File: config.mk
export PLATFORM = sky130hd
export DESIGN_NAME = seg_scan_scheduler_flat
export DESIGN_NICKNAME = d
export VERILOG_FILES = /design/src/rtl/seg_scan_scheduler_if.sv /design/src/rtl/seg_scan_scheduler.sv /design/src/flat_wrapper.sv
export SDC_FILE = /design/constraint.sdc
export NUM_CORES = 1
export LEC_CHECK = 0
export ABC_AREA = 1
export BUFFER_PORTS_ARGS = -buffer_cell sky130_fd_sc_hd__buf_2
export CORE_MARGIN = 1
export CORE_UTILIZATION = 35
export DETAILED_ROUTE_END_ITERATION = 8
export GPL_TIMING_DRIVEN = 0
export RECOVER_POWER = 25
export REMOVE_ABC_BUFFERS = 1
export SYNTH_ARGS = -nofsm -noshare
export SYNTH_HDL_FRONTEND = slang
export SYNTH_SLANG_ARGS = --single-unit
File: constraint.sdc
create_clock -name clk -period 4.11 [get_ports clk]
set_input_delay 0.411 -clock clk [delete_from_list [all_inputs] [get_ports clk]]
set_output_delay 0.411 -clock clk [all_outputs]
set_load 0.03 [all_outputs]
File: src/rtl/seg_scan_scheduler_if.sv
// Display-scheduler port bundle: load strobe and live controls in, decoder/digit drive out.
// The master drives load, value, dp_mask and lz_blank; the scheduler drives the display side.
interface seg_scan_scheduler_if;
  logic        load;
  logic [15:0] value;
  logic [3:0]  dp_mask;
  logic        lz_blank;
  logic        busy;
  logic [3:0]  hex;
  logic [3:0]  digs;
  logic        dp;
  logic        frame_start;

  modport master (
    output load, value, dp_mask, lz_blank,
    input  busy, hex, digs, dp, frame_start
  );

  modport slave (
    input  load, value, dp_mask, lz_blank,
    output busy, hex, digs, dp, frame_start
  );
endinterface

File: src/rtl/seg_scan_scheduler.sv
// Four-digit scan of a 16-bit word through one shared hex decoder; blanking gap opens each slot.
// Outputs decode from registers only; a load is held pending until the next frame boundary, and loads are dropped while busy.
module seg_scan_scheduler #(
  parameter int CLK_DIV      = 50000,
  parameter int BLANK_CYCLES = 16
) (
  input  logic                 clk,
  input  logic                 rst_n,
  seg_scan_scheduler_if.slave  bus
);

  localparam int CW = (CLK_DIV > 1) ? $clog2(CLK_DIV) : 1;
  localparam logic [CW-1:0] CNT_MAX   = CW'(CLK_DIV - 1);
  localparam logic [CW-1:0] CNT_BLANK = CW'(BLANK_CYCLES);
  localparam logic [CW-1:0] CNT_ONE   = CW'(1);

  logic [CW-1:0] cnt;
  logic [1:0]    idx;
  logic [15:0]   active;
  logic [15:0]   pending;
  logic          busy_q;
  logic          frame_start_q;
  logic [3:0]    dp_mask_q;
  logic          lz_blank_q;

  logic          slot_end;
  logic          frame_end;
  logic          on_phase;
  logic          blanked;

  assign slot_end  = (cnt == CNT_MAX);
  assign frame_end = slot_end && (idx == 2'd3);
  assign on_phase  = (cnt >= CNT_BLANK);

  always_ff @(posedge clk or negedge rst_n) begin
    if (!rst_n) begin
      cnt           <= '0;
      idx           <= 2'd0;
      active        <= 16'h0000;
      pending       <= 16'h0000;
      busy_q        <= 1'b0;
      frame_start_q <= 1'b0;
      dp_mask_q     <= 4'b0000;
      lz_blank_q    <= 1'b0;
    end else begin
      dp_mask_q     <= bus.dp_mask;
      lz_blank_q    <= bus.lz_blank;
      frame_start_q <= frame_end;

      if (slot_end) begin
        cnt <= '0;
        idx <= idx + 2'd1;
      end else begin
        cnt <= cnt + CNT_ONE;
      end

      // The boundary takes priority: a load on the edge that clears busy is dropped,
      // while a load on a boundary with busy low waits for the following boundary.
      if (frame_end && busy_q) begin
        active <= pending;
        busy_q <= 1'b0;
      end else if (bus.load && !busy_q) begin
        pending <= bus.value;
        busy_q  <= 1'b1;
      end
    end
  end

  // Leading-zero blanking: digit i is dark when nibbles i..3 are all zero; digit 0 always shows.
  always_comb begin
    blanked = 1'b0;
    if (lz_blank_q) begin
      case (idx)
        2'd3:    blanked = (active[15:12] == 4'h0);
        2'd2:    blanked = (active[15:8]  == 8'h00);
        2'd1:    blanked = (active[15:4]  == 12'h000);
        default: blanked = 1'b0;
      endcase
    end
  end

  assign bus.hex         = active[{idx, 2'b00} +: 4];
  assign bus.digs        = (on_phase && !blanked) ? (4'b0001 << idx) : 4'b0000;
  assign bus.dp          = on_phase && !blanked && dp_mask_q[idx];
  assign bus.busy        = busy_q;
  assign bus.frame_start = frame_start_q;

endmodule

File: src/flat_wrapper.sv
// flat-port wrapper written by rule: the top's interface ports become plain ports
module seg_scan_scheduler_flat 
#(
  parameter int CLK_DIV      = 50000,
  parameter int BLANK_CYCLES = 16
)
  (clk, rst_n, bus_load, bus_value, bus_dp_mask, bus_lz_blank, bus_busy, bus_hex, bus_digs, bus_dp, bus_frame_start);
  seg_scan_scheduler_if bus_i ();
  input  logic clk;
  input  logic rst_n;
  input wire logic [$bits(bus_i.load)-1:0] bus_load;
  input wire logic [$bits(bus_i.value)-1:0] bus_value;
  input wire logic [$bits(bus_i.dp_mask)-1:0] bus_dp_mask;
  input wire logic [$bits(bus_i.lz_blank)-1:0] bus_lz_blank;
  output wire logic [$bits(bus_i.busy)-1:0] bus_busy;
  output wire logic [$bits(bus_i.hex)-1:0] bus_hex;
  output wire logic [$bits(bus_i.digs)-1:0] bus_digs;
  output wire logic [$bits(bus_i.dp)-1:0] bus_dp;
  output wire logic [$bits(bus_i.frame_start)-1:0] bus_frame_start;
  assign bus_i.load = bus_load;
  assign bus_i.value = bus_value;
  assign bus_i.dp_mask = bus_dp_mask;
  assign bus_i.lz_blank = bus_lz_blank;
  assign bus_busy = bus_i.busy;
  assign bus_hex = bus_i.hex;
  assign bus_digs = bus_i.digs;
  assign bus_dp = bus_i.dp;
  assign bus_frame_start = bus_i.frame_start;
  seg_scan_scheduler #(.CLK_DIV(CLK_DIV), .BLANK_CYCLES(BLANK_CYCLES)) u_core (.clk(clk), .rst_n(rst_n), .bus(bus_i));
endmodule
# ---- Word level (Yosys, flattened, before mapping)
# Cells that the tools add are included.
dict set report classes {
  add_sub_neg 2
  magnitude_cmp 2
  n_eq_ne 4
  shift 2
  n_mux 8
  bitwise_logic 1
  n_reduce_logical 12
}
# cell count
set ops {}
lappend ops {{adder 16 x 1 -> 16 bit, second input constant} 1}
lappend ops {{equality test 16 bit, second input constant} 1}
lappend ops {{greater-or-equal comparator 16 x 5 -> 1 bit, second input constant} 1}
lappend ops {{two-way mux 16 bit} 1}
lappend ops {{variable part select 16 x 5 -> 4 bit} 1}
lappend ops {{zero test 12 bit} 1}
lappend ops {{zero test 8 bit} 1}
lappend ops {{logical AND 1 bit} 5}
lappend ops {{equality test 2 bit, second input constant} 2}
lappend ops {{zero test 4 bit} 1}
lappend ops {{two-way mux 1 bit} 4}
lappend ops {{two-way mux 4 bit} 1}
lappend ops {{left shift 1 x 2 -> 4 bit, first input constant} 1}
lappend ops {{< comparator 2 x 3 -> 1 bit, second input constant} 1}
lappend ops {{one-hot mux 1 bit (3 select lines)} 1}
lappend ops {{adder 2 x 1 -> 2 bit, second input constant} 1}
lappend ops {{binary-select mux 1 bit (select 2 bit)} 1}
lappend ops {{equality test 2 x 1 -> 1 bit, second input constant} 1}
lappend ops {{zero test 1 bit} 2}
lappend ops {{AND reduction 2 bit} 1}
lappend ops {{nonzero test 2 bit} 1}
lappend ops {{inverter 1 bit} 1}
dict set report word_totals {
  register_bits 57
  in_bits 24
  output_inout_bits 11
  elab_cells 39
}

# ---- Depth between registers and ports, before layout
dict set report logic_depth {
  ltp_word 6
  mapped_depth 11
  mapped_depth_nobuf 11
}

# ---- Worst setup path before layout
# Ideal clock, no wire load.
dict set report synth_path {
  path_kind {register to output}
  start {register u_core.idx[0]}
  end {output bus_digs[0]}
  arrival_time_ps 1831
  path_slack_ps 1868
  path_stages_with_launch 12
  cell_sequence {dfrtp_1 -> clkbuf_1 -> inv_1 -> buf_2 -> ha_1 -> inv_1 -> nand2_1 -> nand2_1 -> nand2_1 -> nand2_1 -> nand2_1 -> nor2_1}
}
dict set report synth_via {
  elab_chain_len 6
  word_cells_on_any_way 9
}
# element line_no
set synth_rtl {}
lappend synth_rtl {{start: declaration} seg_scan_scheduler.sv:18} ;# logic [1:0] idx;
lappend synth_rtl {{start signal: assignment} seg_scan_scheduler.sv:52} ;# idx <= idx + 2'd1;
lappend synth_rtl {{equality test 2 x 1 -> 1 bit or equality test 2 bit (tied branches)} seg_scan_scheduler.sv:73} ;# case (idx)
lappend synth_rtl {{one-hot mux 1 bit (3 select lines)} seg_scan_scheduler.sv:73}
lappend synth_rtl {{two-way mux 1 bit} seg_scan_scheduler.sv:72} ;# if (lz_blank_q) begin
lappend synth_rtl {{zero test 1 bit} seg_scan_scheduler.sv:83} ;# assign bus.digs = (on_phase && !blanked) ? (4'b0001 << idx) : 4'b0000;
lappend synth_rtl {{logical AND 1 bit} seg_scan_scheduler.sv:83}
lappend synth_rtl {{two-way mux 4 bit *} seg_scan_scheduler.sv:83}
lappend synth_rtl {{end: declaration} flat_wrapper.sv:17} ;# output wire logic [$bits(bus_i.digs)-1:0] bus_digs;
# Mark *: on every way between the ends. The rest lies on a longest branch, timed or not.

==> flow_metrics.env <==
export IMPL_core_area_sq_um=7370
export IMPL_synthSimpleGateAreaFrac=0.243
export IMPL_grt_setup_unrepaired="false"
export IMPL_worstHoldStart="bus_lz_blank"
export IMPL_final_cell_mix="nand2_1, dfrtp_1, nor2_1"
export IMPL_ir_worst_vdd_uv=232
export IMPL_ys_seq_area_frac=0.526
export IMPL_cp_arrival_ns=2.55
export IMPL_fmax_mhz=361
export IMPL_ant_nets=0
export IMPL_cts_resized=0
export IMPL_drc_errors=0
export IMPL_holdBufCountCts=0
export IMPL_drive_above_1_share=0.216
export IMPL_cts_tree="done"
export IMPL_fin_nets=368
export IMPL_gr_total_overflow=0
export IMPL_status="complete, but fails checks"
export IMPL_syn_area_sq_um=2710
export IMPL_worst_setup_path_start_kind="input pin"
export IMPL_grt_pass1_vias=2038
export IMPL_n_antenna_cell=0
export IMPL_ys_ff_latch=57
export IMPL_synth_avg_cell_area_sq_um=9.14
export IMPL_r2r_end="u_core.active[13]"
export IMPL_die_w_microns=90.1
export IMPL_antenna_found_initial=0
export IMPL_hold_ws_ns=0.172
export IMPL_clockRootBuffer="clkbuf_8"
export IMPL_synth_distinct_cells=29
export IMPL_fp_dieH_microns=90.1
export IMPL_path_delay_family="buffers and inverters"
export IMPL_place_inst=425
export IMPL_dp_hpwl_microns=3630
export IMPL_fin_skew_ns=0.00872
export IMPL_p_per_area_nw_per_um2=380
export IMPL_muxShareOfSynthArea=0.0664
export IMPL_routed_via_density=4.58
export IMPL_num_vias=2019
export IMPL_yosys_area_share_adder=0.0323
export IMPL_synth_top_family_by_area="simple AND/OR/NAND/NOR gates"
export IMPL_yosysWarningCount=0
export IMPL_drv_cap=1
export IMPL_io_pin_count=35
export IMPL_hold_viol=0
export IMPL_row_count=31
export IMPL_dpl_cell_area_sq_um=2970
export IMPL_cts_setup_buffers=0
export IMPL_final_cell_count_no_fill=441
export IMPL_violations="capacitance limit, slew limit"
export IMPL_drv_slew=58
export IMPL_leakagePower_uw=0.00167
export IMPL_worst_ep_required_time_ns=3.89
export IMPL_path_class="in -> async"
export IMPL_hold_end="u_core.lz_blank_q"
export IMPL_hold_depth=1
export IMPL_wl_per_cell_microns=11.9
export IMPL_crit_chain="clkbuf_1"
export IMPL_crit_path_end_kind="asynchronous set/reset pin"
export IMPL_maxSlewHeadroom=-1.02
export IMPL_critPathMaxStageDelay_ns=2.10
export IMPL_cts_num_sinks=57
export IMPL_ff2ff_setup_slack_ns=2.24
export IMPL_drt_total_wl_microns=5230
export IMPL_crit_path_max_fanout=57
export IMPL_fin_area_sq_um=3200
export IMPL_slowest_stage="clkbuf_1"
export IMPL_area_growth_pct=17.9
export IMPL_min_path_type="in -> reg"
export IMPL_worst_slew_pin_slew_ns=3.03
export IMPL_cts_path_max_buffers=2
export IMPL_grt_total_usage=0.148
export IMPL_synth_compound_area_share=0.0456
export IMPL_synthXorXnorAreaFrac=0.0290
export IMPL_grt_pass1_wl_microns=9270
export IMPL_fin_setup_tns_ns=0
export IMPL_first_pass_iters=4
export IMPL_fillers=742
export IMPL_grt_max_degree=58
export IMPL_fin_crit_ns=2.77
export IMPL_cts_max_level=3
export IMPL_finalCritPeriodShare=0.675
export IMPL_io_buffers=34
export IMPL_start_util=0.368
export IMPL_clock_latency_ns=0.34
export IMPL_gp_congestion=0.848
export IMPL_setup_viol=0
export IMPL_path_clk_slew_ns=0.07
export IMPL_drt_iter0_drc=90
export IMPL_syn_inst=297
export IMPL_power_uw=1220
export IMPL_worstRegToRegCells=9
export IMPL_die_area_sq_um=8110
export IMPL_cts_buffers=9
export IMPL_r2r_start="u_core.cnt[0]"
export IMPL_layout_commonest_cell="nand2_1"
export IMPL_critPathBufInv=1
-- how the worst max path moves through the flow --
stage / startpoint / end / slack, ns / cells past startpoint
2_1_floorplan: u_core.idx[0] / bus_digs[0] / 2.02 / 9
3_3_place_gp: u_core.idx[0] / bus_digs[0] / 1.76 / 10
3_5_place_dp: u_core.idx[0] / bus_digs[3] / 1.77 / 8
4_1_cts: u_core.idx[0] / bus_digs[3] / 1.38 / 8
5_1_grt: rst_n / u_core.pending[14] / 0.67 / 1
6_report: rst_n / u_core.cnt[3] / 1.34 / 1
-- power breakdown --
group / switching (uW) / internal [uW]
Clock: 230 / 358
Sequential: 9.40 / 582
Combinational: 18.1 / 18.5
Total: 257 / 958
-- sequential cells by signal (all words and copies together) (netlist names) --
register                cells
u_core.cnt                 16
u_core.idx                  2
u_core.active              16
u_core.dp_mask_q            4
u_core.pending             16
u_core.lz_blank_q           1
u_core.bus.busy             1
u_core.bus.frame_start      1
-- cell usage after synthesis, drive strengths merged --
library cell / n / share of area
a21oi: 6 / 0.011
buf: 4 / 0.012
clkbuf: 1 / 0.0014
clkinv: 2 / 0.0032
dfrtp: 57 / 0.53
ha: 7 / 0.032
inv: 30 / 0.041
mux2: 16 / 0.066
nand2: 83 / 0.12
nand3: 9 / 0.017
nand3b: 1 / 0.0028
nand4: 4 / 0.012
nor2: 40 / 0.066
nor3: 9 / 0.021
o21ai: 12 / 0.022
o21bai: 2 / 0.0055
o22ai: 3 / 0.0069
or2: 2 / 0.0046
xor2: 9 / 0.029
-- cells by family after synthesis --
group,after synthesis
xor+xnor,9
fa+ha+maj,7
mux,16
buf+inv,37
simple gates,148
compound gates,23
flops,57
-- final cells by class --
cell class	count	area, sq um	share of cell area
Sequential cell	57	1430	0.446
Clock buffer	10	138	0.0430
Multi-Input combinational cell	203	1130	0.353
Timing Repair Buffer	34	169	0.0528
Clock inverter	6	91.3	0.0285
Tap cell	99	124	0.0387
Inverter	32	121	0.0379
-- stage by stage --
step                      utilization  worst slack (ns)
after floorplan                     -              2.02
after global placement          0.403              1.76
after detailed placement        0.403              1.77
final                           0.434              1.34
after global routing            0.434             0.666
after CTS                       0.434              1.38
-- metal layers --
metal | share of wire | wire length, microns | track usage
met1 | 0.47 | 2460 | 0.181
met2 | 0.48 | 2510 | 0.232
met3 | 0.036 | 188 | 0.0635
met4 | 0.012 | 65 | 0.0524
met5 | 0 | 0 | 0
Note: power is estimated with default switching activity, not from simulation.
